## src/rtl/hist_req_arbiter.sv

```systemverilog
// hist_req_arbiter: collects bin-index samples from NREQ requesters into
// single-entry holding registers and forwards them one per cycle, in
// round-robin order, as increment strobes to a histogram core.
module hist_req_arbiter #(
  parameter int NREQ  = 4,
  parameter int BIN_W = 6
) (
  input  logic                  clk,
  input  logic                  rst_n,
  input  logic                  enable,
  input  logic                  flush_req,
  input  logic [NREQ-1:0]       in_valid,
  input  logic [NREQ*BIN_W-1:0] in_bin,
  output logic [NREQ-1:0]       in_ready,
  input  logic                  hist_ready,
  output logic                  hist_wr_en,
  output logic [BIN_W-1:0]      hist_bin,
  output logic                  flush_done,
  output logic                  busy,
  output logic [15:0]           grant_cnt
);

  localparam int          PTR_W  = (NREQ > 1) ? $clog2(NREQ) : 1;
  localparam int unsigned NREQ_U = NREQ;

  typedef enum logic [1:0] {
    IDLE,
    RUN,
    DRAIN
  } state_t;

  state_t           state;
  state_t           state_nxt;
  logic             flush_done_nxt;

  logic [NREQ-1:0]  hold_vld;
  logic [BIN_W-1:0] hold_bin [NREQ];
  logic [PTR_W-1:0] rr_ptr;

  logic             gnt_any;
  logic [PTR_W-1:0] gnt_idx;
  logic [NREQ-1:0]  gnt_oh;
  logic [PTR_W-1:0] ptr_nxt;
  logic [NREQ-1:0]  capture;
  int unsigned      scan;

  // Acceptance depends only on registered state, so a holder being granted
  // this cycle (hold_vld still 1) can never be refilled in the same cycle.
  assign in_ready = ~hold_vld & {NREQ{state == RUN}};
  assign capture  = in_valid & in_ready;
  assign busy     = (state != IDLE) | (|hold_vld);

  // Round-robin winner: first full holder at or above rr_ptr, wrapping.
  always_comb begin
    gnt_any = 1'b0;
    gnt_idx = '0;
    gnt_oh  = '0;
    ptr_nxt = rr_ptr;
    scan    = 0;
    if (hist_ready) begin
      for (int unsigned k = 0; k < NREQ_U; k++) begin
        scan = (32'(rr_ptr) + k) % NREQ_U;
        if (!gnt_any && hold_vld[PTR_W'(scan)]) begin
          gnt_any = 1'b1;
          gnt_idx = PTR_W'(scan);
        end
      end
      if (gnt_any) begin
        gnt_oh[gnt_idx] = 1'b1;
        ptr_nxt         = PTR_W'((32'(gnt_idx) + 1) % NREQ_U);
      end
    end
  end

  // Control state register.
  always_ff @(posedge clk or negedge rst_n) begin
    if (!rst_n) state <= IDLE;
    else        state <= state_nxt;
  end

  // Next-state logic; drain completes once holds are empty and the last
  // strobe has already left.
  always_comb begin
    state_nxt      = state;
    flush_done_nxt = 1'b0;
    case (state)
      IDLE: begin
        if (flush_req)   state_nxt = DRAIN;
        else if (enable) state_nxt = RUN;
      end
      RUN: begin
        if (flush_req)    state_nxt = DRAIN;
        else if (!enable) state_nxt = IDLE;
      end
      DRAIN: begin
        if ((hold_vld == '0) && !hist_wr_en) begin
          flush_done_nxt = 1'b1;
          state_nxt      = IDLE;
        end
      end
      default: state_nxt = IDLE;
    endcase
  end

  // Holding-register occupancy, grant strobe, pointer and grant counter.
  always_ff @(posedge clk or negedge rst_n) begin
    if (!rst_n) begin
      hold_vld   <= '0;
      rr_ptr     <= '0;
      hist_wr_en <= 1'b0;
      hist_bin   <= '0;
      flush_done <= 1'b0;
      grant_cnt  <= '0;
    end else begin
      hist_wr_en <= gnt_any;
      flush_done <= flush_done_nxt;
      hold_vld   <= (hold_vld & ~gnt_oh) | capture;
      if (gnt_any) begin
        hist_bin <= hold_bin[gnt_idx];
        rr_ptr   <= ptr_nxt;
        if (grant_cnt != '1) grant_cnt <= grant_cnt + 16'd1;
      end
    end
  end

  // Holding-register payload; only meaningful while hold_vld is set.
  always_ff @(posedge clk) begin
    for (int unsigned i = 0; i < NREQ_U; i++) begin
      if (capture[i]) hold_bin[i] <= in_bin[i*BIN_W +: BIN_W];
    end
  end

endmodule

```

## config.mk

```make
export PLATFORM = sky130hd
export DESIGN_NAME = hist_req_arbiter
export DESIGN_NICKNAME = d
export VERILOG_FILES = /design/src/rtl/hist_req_arbiter.sv
export SDC_FILE = /design/constraint.sdc
export NUM_CORES = 1
export LEC_CHECK = 0
export CORE_ASPECT_RATIO = 1.5
export CORE_UTILIZATION = 49
export DETAILED_ROUTE_END_ITERATION = 7
export PLACE_DENSITY = 0.83
export SYNTH_ARGS = -nofsm -noshare
export SYNTH_HDL_FRONTEND = slang
export SYNTH_SLANG_ARGS = --single-unit
```

## constraint.sdc

```tcl
create_clock -name clk -period 2.3 [get_ports clk]
set_input_delay 0.345 -clock clk [delete_from_list [all_inputs] [get_ports clk]]
set_output_delay 0.345 -clock clk [all_outputs]
set_load 0.05 [all_outputs]
```

---- After elaboration in Yosys (flattened, before gate mapping) ----
Memory sizes are Yosys's and may differ from the RTL's. A register that Yosys moved wholly into a read port is not among the register bits.
Index checks and enable logic that the tools add are counted.
storage, ports and cells
  input bits .............................. 33
  output and inout bits ................... 29
  bits in writable memories ............... 24
  flip-flop bits (word level) ............. 26
  memories ................................ 1
  word-level logic and storage cells ...... 91
memory list
  memory    words  width  read ports  clocked after Yosys merged registers in  write ports  RTL line  text
  hold_bin  4      6      1           1                                        4            37        logic [BIN_W-1:0] hold_bin [NREQ];
cells by class
  reduce and logical (&&, ||, !) cells .... 17
  equality and inequality tests ........... 6
  bitwise operators ....................... 7
  mux-type cells .......................... 43
  add/subtract/negate cells ............... 5
  magnitude comparators ................... 6
operator list
  kind                                                                number
  2-to-1 mux 1 bit                                                    24
  2-to-1 mux 2 bit                                                    11
  adder 16 x 1 -> 16 bit (second input constant)                      1
  != test 16 bit (second input constant)                              1
  < comparator 2 x 3 -> 1 bit (second input constant)                 5
  AND 4 bit                                                           3
  binary-select mux 1 bit (select 2 bit)                              4
  2-to-1 mux 4 bit                                                    2
  inverter 4 bit                                                      2
  != test 3 bit (second input constant)                               2
  one-hot mux 2 bit (3 select lines)                                  1
  AND reduction 3 bit                                                 2
  logical AND 1 bit                                                   5
  zero test 1 bit                                                     5
  adder 2 x 1 -> 2 bit (second input constant)                        2
  adder 2 bit (second input constant)                                 2
  zero test 4 bit                                                     1
  OR 4 bit                                                            1
  OR reduction 4 bit                                                  1
  demux 1 bit (select 2 bit)                                          1
  equality test 2 x 1 -> 1 bit (second input constant)                1
  equality test 2 bit (second input constant)                         1
  greater-or-equal comparator 2 x 1 -> 1 bit (second input constant)  1
  zero test 2 bit                                                     1
  other kinds (4)                                                     4

---- Logic depth before layout (Yosys ltp) ----
  word-level depth ........................ 25
  depth in mapped cells ................... 7

---- Worst setup path before layout ----
No wires, ideal clock.
  path type ............................... register to register
  start ................................... register grant_cnt[2]
  end ..................................... register grant_cnt[1]
  cell stages (with the launch flop) ...... 5
  data required time ...................... 2.175 ns
  setup slack ............................. 0.318 ns
  setup time .............................. 0.125 ns
  data arrival time ....................... 1.857 ns
  cells stage by stage .................... dfrtp_1 > and4_2 > nand4_1 > o21ai_0 > mux2_2
between the ends
  longest elaborated chain between the ends .. 2
RTL lines
  what                                  RTL line  text
  start, declared                       20        output logic [15:0] grant_cnt
  start signal, assigned                121       if (grant_cnt != '1) grant_cnt <= grant_cnt + 16'd1;
  != test 16 bit                        121
  AND reduction 2 bit (no source line)  n/a
No other way between the ends.
A chain may end at the register's enable or synchronous reset.

---- Final worst setup path ----
  start ................................... register hold_vld[1]
  end ..................................... output busy
between the ends
  longest elaborated chain between the ends .. 2
RTL lines
  what                    RTL line  text
  start, declared         36        logic [NREQ-1:0] hold_vld;
  start signal, assigned  117       hold_vld <= (hold_vld & ~gnt_oh) | capture;
  OR reduction 4 bit      51        assign busy = (state != IDLE) | (|hold_vld);
  OR 1 bit                51
  end, declared           19        output logic busy,
No other way between the ends.

==> results.md <==
Run status:
- The flow ran to the end, and the final reports show no timing, DRC or antenna violations.

Timing:
- The time the worst path needs with I/O delays and setup is 2.243 ns.
- Setup repair after global routing left no endpoint under its margin.
- Across all hold checks on the routed design, the worst slack comes to 0.4327 ns.
- The actual slew at the worst max-slew pin is 0.5157 ns.
- The worst clock skew is 0.003344 ns.
- Dividing the final minimum period by the clock period gives 0.9752.
- The total count of hold-check failures in the final report is 0.
- Setup violations remaining at the end of the flow were counted as 0.
- The max-slew violation count is 0.
- The fmax is 445.8 MHz.
- Measured against its own limit, the worst slew margin works out to 0.6562.

Setup path:
- Of all nets on the critical path, the largest fanout is 4.
- STA classifies the critical path endpoint as an output pin.
- Data on the critical path is required at its endpoint by 1.96 ns.
- The critical path class is flip-flop to output pin.
- The worst setup path is launched from a flip-flop.
- The arrival time reported for the critical path endpoint is 1.90 ns.

Clock network:
- The clock insertion delay at the later pin of the skew report is 0.30 ns.
- The clock transition at the register clock pins on the worst setup and hold paths after CTS is 0.09 ns.
- Counting the buffers created by CTS gives 5.
- The number of buffers inserted by hold repair at cts is 0.
- The maximum number of buffers from clock root to sink is 2.
- The master cell of the clock root buffer is clkbuf_8.
- The clock tree from TritonCTS is yes.
- The tree built by TritonCTS fans out to 56 sinks.
- The H-tree generated during clock tree synthesis spans 2 levels.

Synth:
- The number of enable-type register cells in the synthesized netlist is 24.
- The mapped netlist covers 2482 um2.
- After synthesis, the mean cell area works out to 12.47 um2.
- Synthesis produced 199 cells.
- The register bit total from synthesis is 56.
- Of the post-synthesis cell area, the dominant cell type holds 0.3226.
- The post-synthesis cell type with the largest combined area is dfrtp_1.
- By area the synthesized netlist is led by dfrtp_1 (32%), edfxtp_1 (29%), xnor2_1 (3.2%).
- The share of async-settable or async-resettable flops after synthesis is 0.5714.
- Sorting the synthesized cells by how often they occur yields dfrtp_1 (32), edfxtp_1 (24), nor2_1 (16).
- Yosys printed 0 warnings.
- The most instantiated library cell after synthesis is dfrtp_1.
- The primary flip-flop cell chosen by synthesis mapping is dfrtp_1.
- The synthesized netlist net count is 233.
- The share of the Yosys chip area taken by registers is 0.6129.
- The synthesized netlist contains 48 unique library cells.

Detailed routing:
- For this run, the detailed router's first-pass iteration total came to 4.
- The first routing iteration left 51 violations.
- The overall via count from detail_route is 1829.
- The count of unresolved DRC violations after routing is 0.
- The final layout contains routed wiring with a total length of 4957 um.
- Dividing the detail-routed wire length by the instance count gives 14.71 um.
- The per-cell via count in the routed design is 5.427.
- The residual antenna-violating net count after detailed routing is 0.

Pwr:
- The analysis attributes to cell leakage a power of 1.308 nW.
- The power per cell area is 1173 nW/um2.
- The post-layout total power is 0.003879 W.
- VDD sags by at most 0.0006925 V.

Die:
- The floorplan step defined a core boundary enclosing 4848 um2.
- For this design the top-level I/O count stands at 62.
- The die is 60.12 um wide.
- The die boundary height is 89.18 um.
- The row count is 31.
- The area enclosed by the die boundary is 5361 um2.
- The initial core utilization is 0.5120.

Place:
- The count of port buffers added during placement is 61.
- The placer's final routability congestion estimate is 0.8401.
- Summed over all nets, the half-perimeter wirelength after detailed placement is 3839 um.
- The instance count after placement with tap cells included is 325.

Global route:
- The number of global-route vias before repair was 1776.
- Entering global routing, the biggest net connects 33 pins.
- The remaining global-route overflow is 0.
- The wire length of the first global-routing pass is 7914 um.
- The initial antenna violation count is 0.
- The global-route total usage across every layer is 0.2044.

Finish:
- After the last flow step, the layout net total stands at 304.
- The count of antenna diodes in the layout is 0.
- For this run, the share of the core covered by cells in the final layout is 0.6823.
- The area growth from synthesis to layout is 33.27%.
- The share of cells above drive strength 1 is 0.1218.
- Leaving out filler cells and counting taps, the final layout contains 337.

Hold path:
- The worst hold path belongs to the class input port to asynchronous set/reset pin.

Run:
- The tool flagged a number of max-cap violations equal to 0.
-- flip-flops by register name, summed over array words and instances (netlist names) --
signal	cells
hold_vld	4
grant_cnt	16
hist_wr_en	1
flush_done	1
rr_ptr	2
hist_bin	6
hold_bin	24
state	2
-- critical path, cell delays in order (launching register included) --
cell and delay, ns:
dfrtp_2 0.43, or4_4 0.56, or3_2 0.43, buf_6 0.17
-- final timing paths --
check / from / end / slack (ns) / cells after the start
max: hold_vld[1] / busy / 0.06 / 3
min: rst_n / flush_done / 0.43 / 2
max reg2reg: hold_vld[0] / hist_bin[0] / 0.27 / 6
min reg2reg: grant_cnt[10] / grant_cnt[10] / 0.52 / 1
max in group asynchronous: rst_n / hold_vld[1] / 1.56 / 2
min in group clk: grant_cnt[10] / grant_cnt[10] / 0.52 / 1
-- stage by stage --
step                 TNS, ns  area (um2)  setup WS (ns)
floorplan                  0        2482         0.3178
global placement           0        3159         0.3377
detailed placement         0        3159         0.3267
CTS                 -0.01260        3271       -0.01260
global route               0        3308       0.002367
finish                     0        3308        0.05708
-- cells by family (layout without fill, tap and decap cells) --
| family | after synthesis | in the layout | share of synthesized area |
|---|---|---|---|
| simple gates | 70 | 70 | 0.1598 |
| flops | 56 | 56 | 0.6129 |
| compound gates | 41 | 41 | 0.1169 |
| xor+xnor | 13 | 13 | 0.04587 |
| mux | 10 | 10 | 0.04183 |
| buf+inv | 8 | 80 | 0.01764 |
| fa+ha+maj | 1 | 1 | 0.005040 |
-- area by class of cell --
class	count	area (um2)
clock buffer	5	68.82
clock inverter	3	42.54
fill	378	1540
inverter	6	27.53
multi-input combinational	135	917.1
sequential	56	1524
tap	66	82.58
timing repair buffer	66	645.6
-- routing by layer --
metal  global-route usage  part of all wire  vias to the layer above  wire length [um]
li1                     -                 -                      881                 -
met1               0.2116              0.37                      868              1836
met2               0.3796              0.55                       62              2714
met3              0.04052             0.043                       18               212
met4              0.09937             0.039                        0               194
met5                    0                 0                        -                 0
-- layout by cell type (no fill, tap or decap), types with 9 or more instances in the layout --
master,instances
a211oi_1,9
a21oi_1,11
clkdlybuf4s50_1,56
dfrtp_1,30
edfxtp_1,24
nand2_1,13
nor2_1,16
xnor2_1,9
-- where the power goes --
group	switching, W	total (W)	leakage, nW	internal [W]
sequential	0.000215	0.00146	0.623	0.00125
clock	0.000306	0.000629	0.0541	0.000322
combinational	0.00108	0.00179	0.631	0.000706
total	0.00160	0.00388	1.31	0.00228
-- what timing repair did --
action / in CTS / in global routing
hold endpoints to repair: 0 / 0
endpoints found under the setup margin: 2 / 2
gates resized for setup: 2 / 3
buffers inserted: 0 / 4
pin swaps: 0 / 1
Power figures use the tool's default switching activity.
